`src/rtl/fsm_ascon.sv`:
```
// Control FSM for an ASCON-128 style encryption datapath.
// The double-round counter lives outside this block: the FSM preloads and
// enables it, and reads its value back on cpt_i to time each permutation.
module fsm_ascon (
    input  logic       clock_i,
    input  logic       resetb_i,
    input  logic       start_i,
    input  logic       data_valid_i,
    input  logic       last_block_i,
    input  logic [3:0] cpt_i,
    output logic       en_cpt_o,
    output logic       init_p12_o,
    output logic       init_p8_o,
    output logic       en_state_o,
    output logic       init_state_o,
    output logic       xor_data_begin_o,
    output logic       xor_key_begin_o,
    output logic       xor_key_end_o,
    output logic       xor_sep_end_o,
    output logic       en_cipher_o,
    output logic       en_tag_o,
    output logic       done_o,
    output logic       busy_o,
    output logic [2:0] state_dbg_o
);

    typedef enum logic [2:0] {
        ST_IDLE    = 3'd0,
        ST_INIT    = 3'd1,
        ST_WAIT_AD = 3'd2,
        ST_AD      = 3'd3,
        ST_WAIT_PT = 3'd4,
        ST_PT      = 3'd5,
        ST_FINAL   = 3'd6,
        ST_END     = 3'd7
    } state_t;

    // Round indices: p12 runs 0..11, p8 runs 4..11, every round state ends on 11.
    localparam logic [3:0] CPT_FIRST_P12 = 4'd0;
    localparam logic [3:0] CPT_FIRST_P8  = 4'd4;
    localparam logic [3:0] CPT_LAST      = 4'd11;

    state_t state_q;
    state_t state_d;

    // State register; asynchronous reset drops straight back to IDLE.
    always_ff @(posedge clock_i or negedge resetb_i) begin
        if (!resetb_i) begin
            state_q <= ST_IDLE;
        end else begin
            state_q <= state_d;
        end
    end

    // Next state and output decode. Outputs are decoded from the current state
    // and cpt_i because the external counter and datapath must act in the very
    // cycle the round index is seen; registering them would skew every round.
    // The start response in IDLE is qualified by resetb_i so that every output
    // is 0 while reset is held.
    always_comb begin
        state_d          = state_q;
        en_cpt_o         = 1'b0;
        init_p12_o       = 1'b0;
        init_p8_o        = 1'b0;
        en_state_o       = 1'b0;
        init_state_o     = 1'b0;
        xor_data_begin_o = 1'b0;
        xor_key_begin_o  = 1'b0;
        xor_key_end_o    = 1'b0;
        xor_sep_end_o    = 1'b0;
        en_cipher_o      = 1'b0;
        en_tag_o         = 1'b0;
        done_o           = 1'b0;

        unique case (state_q)
            ST_IDLE: begin
                if (start_i && resetb_i) begin
                    init_p12_o = 1'b1;
                    en_cpt_o   = 1'b1;
                    state_d    = ST_INIT;
                end
            end

            // Initialisation permutation p12 on IV||K||N.
            ST_INIT: begin
                en_state_o = 1'b1;
                en_cpt_o   = 1'b1;
                if (cpt_i == CPT_FIRST_P12) begin
                    init_state_o = 1'b1;
                end
                if (cpt_i == CPT_LAST) begin
                    xor_key_end_o = 1'b1;
                    state_d       = ST_WAIT_AD;
                end
            end

            ST_WAIT_AD: begin
                if (data_valid_i) begin
                    init_p8_o = 1'b1;
                    en_cpt_o  = 1'b1;
                    state_d   = ST_AD;
                end
            end

            // Associated data absorption with p8, closed by domain separation.
            ST_AD: begin
                en_state_o = 1'b1;
                en_cpt_o   = 1'b1;
                if (cpt_i == CPT_FIRST_P8) begin
                    xor_data_begin_o = 1'b1;
                end
                if (cpt_i == CPT_LAST) begin
                    xor_sep_end_o = 1'b1;
                    state_d       = ST_WAIT_PT;
                end
            end

            ST_WAIT_PT: begin
                if (data_valid_i) begin
                    en_cpt_o = 1'b1;
                    if (last_block_i) begin
                        init_p12_o = 1'b1;
                        state_d    = ST_FINAL;
                    end else begin
                        init_p8_o = 1'b1;
                        state_d   = ST_PT;
                    end
                end
            end

            // Plaintext block with p8; ciphertext is captured as the block is absorbed.
            ST_PT: begin
                en_state_o = 1'b1;
                en_cpt_o   = 1'b1;
                if (cpt_i == CPT_FIRST_P8) begin
                    xor_data_begin_o = 1'b1;
                    en_cipher_o      = 1'b1;
                end
                if (cpt_i == CPT_LAST) begin
                    state_d = ST_WAIT_PT;
                end
            end

            // Last block plus finalisation p12; the tag is taken after the last round.
            ST_FINAL: begin
                en_state_o = 1'b1;
                en_cpt_o   = 1'b1;
                if (cpt_i == CPT_FIRST_P12) begin
                    xor_data_begin_o = 1'b1;
                    xor_key_begin_o  = 1'b1;
                    en_cipher_o      = 1'b1;
                end
                if (cpt_i == CPT_LAST) begin
                    xor_key_end_o = 1'b1;
                    en_tag_o      = 1'b1;
                    state_d       = ST_END;
                end
            end

            ST_END: begin
                done_o  = 1'b1;
                state_d = ST_IDLE;
            end

            default: begin
                state_d = ST_IDLE;
            end
        endcase
    end

    assign busy_o      = (state_q != ST_IDLE);
    assign state_dbg_o = state_q;

endmodule

```
`config.mk`:
```
export PLATFORM = sky130hd
export DESIGN_NAME = fsm_ascon
export DESIGN_NICKNAME = d
export VERILOG_FILES = /design/src/rtl/fsm_ascon.sv
export SDC_FILE = /design/constraint.sdc
export NUM_CORES = 1
export LEC_CHECK = 0
export ABC_AREA = 1
export BUFFER_PORTS_ARGS = -buffer_cell sky130_fd_sc_hd__buf_2
export CAP_MARGIN = 0
export CORE_AREA = 2 2 39 41
export CTS_BUF_LIST = sky130_fd_sc_hd__clkbuf_4 sky130_fd_sc_hd__clkbuf_8
export DETAILED_ROUTE_END_ITERATION = 8
export DIE_AREA = 0 0 41 43
export HOLD_SLACK_MARGIN = 0.15
export PLACE_DENSITY = 0.58
export RECOVER_POWER = 50
export SLEW_MARGIN = 30
export SYNTH_ARGS = -nofsm -noshare
export SYNTH_HDL_FRONTEND = slang
export SYNTH_SLANG_ARGS = --single-unit
export TNS_END_PERCENT = 100
```
`constraint.sdc`:
```
create_clock -name clock_i -period 1.5 [get_ports clock_i]
set_input_delay 0.15 -clock clock_i [delete_from_list [all_inputs] [get_ports clock_i]]
set_output_delay 0.15 -clock clock_i [all_outputs]
set_load 0.005 [all_outputs]
```
==> results of run 1 <==
[synth_stat cells, drive strengths merged]
cell type	number	area share [%]
a21oi	3	6.7
a31oi	1	1.6
buf	2	5.8
dfrtp	3	19
inv	9	8.7
nand2	16	18
nand3	13	18
nand3b	1	1.9
nand4	2	3.2
nor2	8	8.3
o211ai	1	3.2
o21ai	3	3.8
or2	1	1.6
[through the flow]
| step | hold WS [ns] | setup slack, ns | util [%] | power, W | TNS [ns] |
|---|---|---|---|---|---|
| floorplan | -0.146 | 0.227 | - | 0.000708 | 0 |
| global placement | -0.0426 | 0.103 | 37.3 | 0.000889 | 0 |
| detailed placement | -0.0428 | 0.0856 | 37.3 | 0.000891 | 0 |
| CTS | 0.241 | 0.00167 | 44.9 | 0.00121 | 0 |
| global route | 0.250 | -0.101 | 49.5 | 0.00148 | -0.278 |
| finish | 0.257 | -0.0186 | 49.5 | 0.00135 | -0.0186 |
[kinds of logic (layout without fill, tap and decap cells)]
| logic type | Yosys count | after routing | share of synthesized area [%] |
|---|---|---|---|
| and+or+nand+nor | 41 | 41 | 51.0 |
| buffers and inverters | 11 | 51 | 14.4 |
| AOI/OAI and AO/OA | 8 | 8 | 15.4 |
| DFF | 3 | 3 | 19.2 |
[where the power goes]
part | leakage (nW) | switching, W | internal, W
clock network | 0.0184 | 0.0000392 | 0.000118
logic | 0.323 | 0.000485 | 0.000474
registers | 0.0338 | 0.000103 | 0.000130
total | 0.375 | 0.000627 | 0.000722
[placed cells by master (no fill, tap or decap)]
master         count
buf_2             24
buf_4             13
nand2_1           11
nand3_1           10
inv_1              6
nor2_1             6
nand2_2            5
clkbuf_4           4
o21ai_1            3
dfrtp_2            3
inv_2              2
nor2_4             2
nand3_2            2
a21oi_1            2
nand4_1            2
nand3_4            1
o211ai_2           1
inv_4              1
nand3b_1           1
or2_0              1
a21oi_4            1
a31oi_1            1
dlygate4sd3_1      1
[path summary, 6_finish.rpt]
check / endpoint / slack [ns] / cells past startpoint / from
max in group asynchronous: state_dbg_o[0] / 1.11 / 2 / resetb_i
min in group clock_i: state_dbg_o[0] / 0.29 / 4 / last_block_i
setup / recovery: init_p8_o / -0.02 / 5 / state_dbg_o[1]
setup reg to reg: state_dbg_o[0] / 0.11 / 8 / state_dbg_o[1]
hold reg to reg: state_dbg_o[0] / 0.70 / 3 / state_dbg_o[0]
hold / removal: state_dbg_o[1] / 0.26 / 2 / resetb_i
[per-layer routing]
layer  wire [µm]  vias to the layer above
met2         691                       20
met5           0                        -
li1            -                      291
met4           0                        0
met1         537                      258
met3          64                        0
[layout make-up]
class | instances | area [µm²]
fill | 158 | 699
multi-input combinational | 49 | 292
timing repair buffer | 38 | 228
sequential | 3 | 78.8
inverter | 9 | 36.3
clock buffer | 4 | 30.0
tap | 16 | 20.0
[timing repair]
action	in CTS	in global routing
pin swaps	0	5
endpoints found under the setup margin	5	5
gates resized for setup	7	9
hold endpoints to repair	3	0
hold buffers	1	0
setup buffers	6	6
[critical path, delay by kind of cell, from the launching register on]
kind | cells | cell delay (ns)
flip-flops | 1 | 0.47
AO/OA/AOI/OAI | 1 | 0.13
buffers and inverters | 1 | 0.13
AND/OR/NAND/NOR | 3 | 0.42
==> results.sh, run 1 <==
export IMPL_dpl_instance_area_um2=515
export IMPL_power_density_mw_per_mm2=1970
export IMPL_drc=0
export IMPL_dp_cells=102
export IMPL_cp_max_fo=6
export IMPL_nets=113
export IMPL_setup_viol=1
export IMPL_largest_reg_flops=3
export IMPL_worstMarginPinSlew_ns=0.217
export IMPL_cts_tree="yes"
export IMPL_drv_cap=0
export IMPL_met3_usage_pct=4.71
export IMPL_clkSlewWorstSetupHoldPaths_ns=0.04
export IMPL_slew_headroom_pct=85.5
export IMPL_dr_pass1_iters=4
export IMPL_violations="setup timing"
export IMPL_diodes=0
export IMPL_vias=569
export IMPL_rows=14
export IMPL_start_util_pct=28.2
export IMPL_h_tree_depth=1
export IMPL_antenna_found_initial=0
export IMPL_numCtsBuffers=3
export IMPL_grt_max_degree=8
export IMPL_skew_ns=0.00192
export IMPL_yosysUniqueCellTypes=18
export IMPL_startpoint_type="flip-flop"
export IMPL_drt_wl_total_mm=1.29
export IMPL_end_kind="output pin"
export IMPL_die_w_um=41
export IMPL_grt_pass1_wl_mm=1.97
export IMPL_hp_class="input pin to async pin"
export IMPL_busiest_layer="met2"
export IMPL_clock_latency_ns=0.23
export IMPL_crit_arrival_ns=1.37
export IMPL_report_final_slew_viol_count=0
export IMPL_irDropWorstVdd_mv=0.722
export IMPL_min_period_over_period_pct=101
export IMPL_syn_inst=63
export IMPL_cp_required_ns=1.35
export IMPL_root_buffer="clkbuf_4"
export IMPL_clock_fmax_ghz=0.658
export IMPL_io_buffers=24
export IMPL_syn_to_final_growth_pct=75.3
export IMPL_numClockSinks=3
export IMPL_final_layout_size_suffix_gt1_share_pct=57.3
export IMPL_core_mm2=0.00138
export IMPL_syn_nets=72
export IMPL_hold_viol=0
export IMPL_first_global_vias=489
export IMPL_grtUsageMet1_pct=19.3
export IMPL_dieArea_mm2=0.00176
export IMPL_worst_slack_ns=-0.0186
export IMPL_gp_congestion=0.733
export IMPL_vias_per_cell=4.78
export IMPL_wl_per_cell_um=10.9
export IMPL_cp_slowest_cell="dfrtp_2"
export IMPL_track_usage_pct=16.8
export IMPL_critPathKind="flip-flop to output pin"
export IMPL_cpPeakStageDelay_ns=0.47
export IMPL_finalNonFillerCells=119
export IMPL_boundaryPins=25
export IMPL_status="finished with violations"
export IMPL_stdcell_area_um2=684
export IMPL_fin_crit_ns=1.52
export IMPL_cts_buffer_depth=2
export IMPL_synth_area_um2=390
export IMPL_grtUsageMet2_pct=25.9
export IMPL_dp_hpwl_um=872
export IMPL_avgSynthCellArea_um2=6.20
export IMPL_ant_nets=0
export IMPL_rsz0062_at_grt="true"
export IMPL_p_leak_nw=0.375
export IMPL_synth_seq_cells=3
export IMPL_yosys_warnings=0
export IMPL_die_h_um=43
export IMPL_yosysSeqAreaShare_pct=19.2
export IMPL_drt_initial_drc_count=6
export IMPL_grt_overflow=0
export IMPL_path_cells="nor2_4 -> nand2_2 -> or2_0 -> a21oi_1 -> buf_2"
(Power assumes the default switching activity.)
==> run 2, diff against run 1 <==
- CTS_BUF_LIST: sky130_fd_sc_hd__clkbuf_4 sky130_fd_sc_hd__clkbuf_8 -> sky130_fd_sc_hd__clkbuf_2
==> run 2 against run 1 <==
Effect of this change: the run now ends clean; setup slack improved by 0.030 ns; clock skew hardly changed; core utilization down 0.81 points; non-clock buffer count down 1; worst hold slack improved by 0.029 ns; die area is the same; final area fell by 1.6%; register-to-register slack about the same; critical path type unchanged; critical endpoint unchanged.
==> results.sh, run 2 (synthesis results as in run 1) <==
export IMPL_boundaryPins=25
export IMPL_slew_headroom_pct=86.1
export IMPL_hold_viol=0
export IMPL_numClockSinks=3
export IMPL_min_period_over_period_pct=99.3
export IMPL_r2r_slack_ns=0.11
export IMPL_cts_buffer_depth=2
export IMPL_cp_depth=5
export IMPL_report_final_slew_viol_count=0
export IMPL_clock_latency_ns=0.20
export IMPL_dpl_instance_area_um2=515
export IMPL_drt_initial_drc_count=8
export IMPL_rows=14
export IMPL_nets=112
export IMPL_antenna_found_initial=0
export IMPL_vias=572
export IMPL_r2r_start="state_dbg_o[1]"
export IMPL_grt_overflow=0
export IMPL_cp_max_fo=8
export IMPL_fin_crit_ns=1.49
export IMPL_wl_per_cell_um=11.2
export IMPL_clock_fmax_ghz=0.672
export IMPL_grt_pass1_wl_mm=1.79
export IMPL_grt_max_degree=11
export IMPL_critPathBufInv=1
export IMPL_crit_end="init_p8_o"
export IMPL_cp_required_ns=1.35
export IMPL_die_w_um=41
export IMPL_clkSlewWorstSetupHoldPaths_ns=0.04
export IMPL_status="completed"
export IMPL_drc=0
export IMPL_numCtsBuffers=3
export IMPL_cp_slowest_cell="dfrtp_2"
export IMPL_worst_slack_ns=0.0110
export IMPL_power_density_mw_per_mm2=1920
export IMPL_stdcell_area_um2=673
export IMPL_diodes=0
export IMPL_p_leak_nw=0.371
export IMPL_critPathKind="flip-flop to output pin"
export IMPL_path_cells="nor2_4 -> nand2_2 -> or2_0 -> a21oi_1 -> buf_2"
export IMPL_start_util_pct=28.2
export IMPL_critPathLaunch="state_dbg_o[0]"
export IMPL_final_layout_size_suffix_gt1_share_pct=57.8
export IMPL_setup_viol=0
export IMPL_cts_tree="yes"
export IMPL_die_h_um=43
export IMPL_track_usage_pct=15.4
export IMPL_tns_ns=0
export IMPL_end_kind="output pin"
export IMPL_skew_ns=0.00180
export IMPL_drt_wl_total_mm=1.32
export IMPL_cp_top_family="flip-flops"
export IMPL_hp_class="input pin to async pin"
export IMPL_dr_pass1_iters=4
export IMPL_final_util_pct=48.6
export IMPL_r2r_end="state_dbg_o[0]"
export IMPL_vias_per_cell=4.85
export IMPL_io_buffers=24
export IMPL_root_buffer="clkbuf_2"
export IMPL_finalNonFillerCells=118
export IMPL_dp_hpwl_um=872
export IMPL_ant_nets=0
export IMPL_gp_congestion=0.733
export IMPL_crit_arrival_ns=1.34
export IMPL_largest_reg_flops=3
export IMPL_cpPeakStageDelay_ns=0.46
export IMPL_irDropWorstVdd_mv=0.750
export IMPL_dieArea_mm2=0.00176
export IMPL_syn_to_final_growth_pct=72.4
export IMPL_reg2reg_depth=8
export IMPL_drv_cap=0
export IMPL_worstMarginPinSlew_ns=0.208
export IMPL_final_common_cell="buf_2"
export IMPL_first_global_vias=447
export IMPL_place_ws_ns=0.0856
export IMPL_h_tree_depth=1
export IMPL_rsz0062_at_grt="true"
export IMPL_core_mm2=0.00138
export IMPL_layout_common_cells="24 x buf_2, 11 x buf_4, 10 x nand2_1, 10 x nand3_1"
export IMPL_dp_cells=102
export IMPL_startpoint_type="flip-flop"
[run 2: cell count changes in the layout (fill, tap and decap cells not counted), sizes merged]
cell  change
buf       -1
[run 2: what timing repair did]
item                                    4_1_cts  5_1_grt
endpoints found under the hold margin         3        0
buffers inserted                              3        8
hold buffers                                  1        0
endpoints found under the setup margin        4        5
gates resized for setup                       7       10
pin swaps                                     1        5
[run 2: stage by stage]
step           power (W)  hold slack [ns]
4_1_cts          0.00110            0.262
5_1_grt          0.00142            0.261
3_5_place_dp    0.000891          -0.0428
6_report         0.00129            0.286
3_3_place_gp    0.000889          -0.0426
2_1_floorplan   0.000708           -0.146
[run 2: worst min-delay path by stage]
stage	from	to	slack [ns]	depth (start not counted)
2_1_floorplan	resetb_i	state_dbg_o[0]	-0.15	0
3_3_place_gp	resetb_i	state_dbg_o[2]	-0.04	1
3_5_place_dp	resetb_i	state_dbg_o[2]	-0.04	1
4_1_cts	resetb_i	state_dbg_o[2]	0.26	2
5_1_grt	resetb_i	state_dbg_o[2]	0.26	2
6_report	resetb_i	state_dbg_o[1]	0.29	2
[run 2: per-layer routing]
layer / global-route usage, % / vias to the layer above / wire length, µm / part of all wire (%)
met4: 10.0 / 0 / 0 / 0
met1: 18.0 / 263 / 573 / 43
met2: 22.8 / 22 / 677 / 51
li1: - / 287 / - / -
met5: 0 / - / 0 / 0
met3: 4.71 / 0 / 72 / 5.4
[run 2: power breakdown]
part	switching [W]	internal, W
logic	0.000479	0.000462
clock network	0.0000394	0.0000703
registers	0.000112	0.000130
total	0.000631	0.000662
[run 2: worst register-to-register path, cell delays in order (launching register included)]
cell,delay [ns]
dfrtp_2,0.48
buf_6,0.15
nand3_2,0.10
nand2_2,0.06
buf_4,0.14
a21oi_4,0.16
nand2_2,0.08
nand2_1,0.06
nand2_1,0.05
[run 2: cell type report]
type	count	area, µm²
clock buffers	4	20.0
multi-input cells	49	294
inverters	9	36.3
repair buffers	37	224
well taps	16	20.0
flip-flops and latches	3	78.8
fillers	154	711
==> run 3, diff against run 2 <==
- SETUP_SLACK_MARGIN: unset -> 0.02
==> run 3 against run 2 <==
Effect of this change: fmax is 0.10% lower; sequential share of layout area barely moved; setup slack got worse by 0.0015 ns; critical endpoint unchanged; largest power group unchanged.
==> results.sh, run 3 (synthesis results as in run 1) <==
export IMPL_h_tree_depth=1
export IMPL_min_period_over_period_pct=99.4
export IMPL_ant_nets=0
export IMPL_vias=570
export IMPL_intPower_w=0.000674
export IMPL_final_layout_size_suffix_gt1_share_pct=58.3
export IMPL_report_final_slew_viol_count=0
export IMPL_clock_fmax_ghz=0.671
export IMPL_largest_reg_flops=3
export IMPL_power_density_mw_per_mm2=1930
export IMPL_syn_to_final_growth_pct=72.8
export IMPL_antenna_found_initial=0
export IMPL_layout_common_cells="24 x buf_2, 13 x buf_4, 11 x nand2_1, 10 x nand3_1, 6 x nor2_1"
export IMPL_end_kind="output pin"
export IMPL_seq_power_share_pct=17.9
export IMPL_wl_per_cell_um=10.9
export IMPL_crit_arrival_ns=1.34
export IMPL_worstMarginPinSlew_ns=0.217
export IMPL_grt_pass1_wl_mm=1.97
export IMPL_skew_ns=0.00243
export IMPL_r2r_start="state_dbg_o[1]"
export IMPL_grt_max_degree=8
export IMPL_boundaryPins=25
export IMPL_r2r_end="state_dbg_o[0]"
export IMPL_irDropWorstVdd_mv=0.685
export IMPL_pwr_share_clk_pct=8.4
export IMPL_track_usage_pct=16.8
export IMPL_numClockSinks=3
export IMPL_swShare_pct=48.2
export IMPL_cp_max_fo=6
export IMPL_io_buffers=24
export IMPL_vias_per_cell=4.79
export IMPL_clock_latency_ns=0.20
export IMPL_drt_wl_total_mm=1.30
export IMPL_status="completed"
export IMPL_slew_headroom_pct=85.6
export IMPL_grt_overflow=0
export IMPL_drc=0
export IMPL_rows=14
export IMPL_cts_buffer_depth=2
export IMPL_diodes=0
export IMPL_dpl_instance_area_um2=515
export IMPL_start_util_pct=28.2
export IMPL_hold_viol=0
export IMPL_root_buffer="clkbuf_2"
export IMPL_core_mm2=0.00138
export IMPL_drt_initial_drc_count=5
export IMPL_dr_pass1_iters=4
export IMPL_gp_congestion=0.733
export IMPL_dp_hpwl_um=872
export IMPL_clkSlewWorstSetupHoldPaths_ns=0.04
export IMPL_drv_cap=0
export IMPL_p_switching_w=0.000629
export IMPL_die_w_um=41
export IMPL_comb_power_share_pct=73.7
export IMPL_stdcell_area_um2=674
export IMPL_cts_tree="yes"
export IMPL_final_util_pct=48.7
export IMPL_die_h_um=43
export IMPL_nets=113
export IMPL_hp_class="input pin to async pin"
export IMPL_numCtsBuffers=3
export IMPL_setup_viol=0
export IMPL_power_total_w=0.00130
export IMPL_reg2reg_depth=8
export IMPL_startpoint_type="flip-flop"
export IMPL_cp_required_ns=1.35
export IMPL_first_global_vias=489
export IMPL_critPathLaunch="state_dbg_o[1]"
export IMPL_crit_end="init_p8_o"
export IMPL_worst_slack_ns=0.00945
export IMPL_r2r_slack_ns=0.11
export IMPL_p_leak_nw=0.374
export IMPL_final_common_cell="buf_2"
export IMPL_rsz0062_at_grt="true"
export IMPL_fin_crit_ns=1.49
export IMPL_dieArea_mm2=0.00176
export IMPL_place_ws_ns=0.0856
export IMPL_critPathKind="flip-flop to output pin"
[run 3: cell count changes in the layout (fill, tap and decap cells not counted)]
cell | previous run | this run
buf_4 | 11 | 13
o21ai_1 | 2 | 3
nand2_2 | 6 | 5
buf_6 | 1 | 0
nand2_1 | 10 | 11
inv_2 | 2 | 3
inv_1 | 6 | 5
o21ai_0 | 1 | 0
[run 3: how the worst min path moves through the flow]
stage | startpoint | end | slack, ns | depth (start not counted)
3_5_place_dp | resetb_i | state_dbg_o[2] | -0.04 | 1
6_report | resetb_i | state_dbg_o[1] | 0.29 | 2
5_1_grt | resetb_i | state_dbg_o[2] | 0.26 | 2
4_1_cts | resetb_i | state_dbg_o[2] | 0.26 | 2
3_3_place_gp | resetb_i | state_dbg_o[2] | -0.04 | 1
2_1_floorplan | resetb_i | state_dbg_o[0] | -0.15 | 0
[run 3: what timing repair did]
item / CTS / global route
buffers inserted: 6 / 6
pin swaps: 0 / 5
endpoints found under the hold margin: 3 / 0
gates resized for setup: 7 / 10
setup endpoints to repair: 5 / 6
hold buffers: 1 / 0
[run 3: critical path, cell delays in order (launching register included)]
cell and delay (ns):
dfrtp_2 0.47, nor2_4 0.14, nand2_2 0.07, or2_0 0.21, a21oi_1 0.13, buf_2 0.13
[run 3: layer usage]
layer  vias to the layer above  share of wire (%)  global-route usage [%]
met2                        20                 53                    25.9
met4                         0                  0                    10.0
met3                         0                4.9                    4.71
met5                         -                  0                       0
met1                       260                 42                    19.3
li1                        290                  -                       -
[run 3: stage by stage]
| step | setup TNS (ns) | cells | hold slack (ns) |
|---|---|---|---|
| 4_1_cts | 0 | 113 | 0.262 |
| 5_1_grt | -0.233 | 119 | 0.261 |
| 3_3_place_gp | 0 | 102 | -0.0426 |
| 6_report | 0 | 119 | 0.286 |
| 2_1_floorplan | 0 | 63 | -0.146 |
| 3_5_place_dp | 0 | 102 | -0.0428 |
[run 3: power by group through the flow]
stage / clock [W] / sequential, W / combinational, W
floorplan: 0 / 0.000167 / 0.000540
global placement: 0 / 0.000213 / 0.000676
detailed placement: 0 / 0.000220 / 0.000671
CTS: 0.000118 / 0.000213 / 0.000829
global route: 0.000131 / 0.000243 / 0.00106
finish: 0.000110 / 0.000233 / 0.000960
[run 3: final cells by class]
type	instances	area, µm²
multi-input combinational	49	292
sequential	3	78.8
tap	16	20.0
inverter	9	36.3
fill	158	709
timing repair buffer	38	228
clock buffer	4	20.0
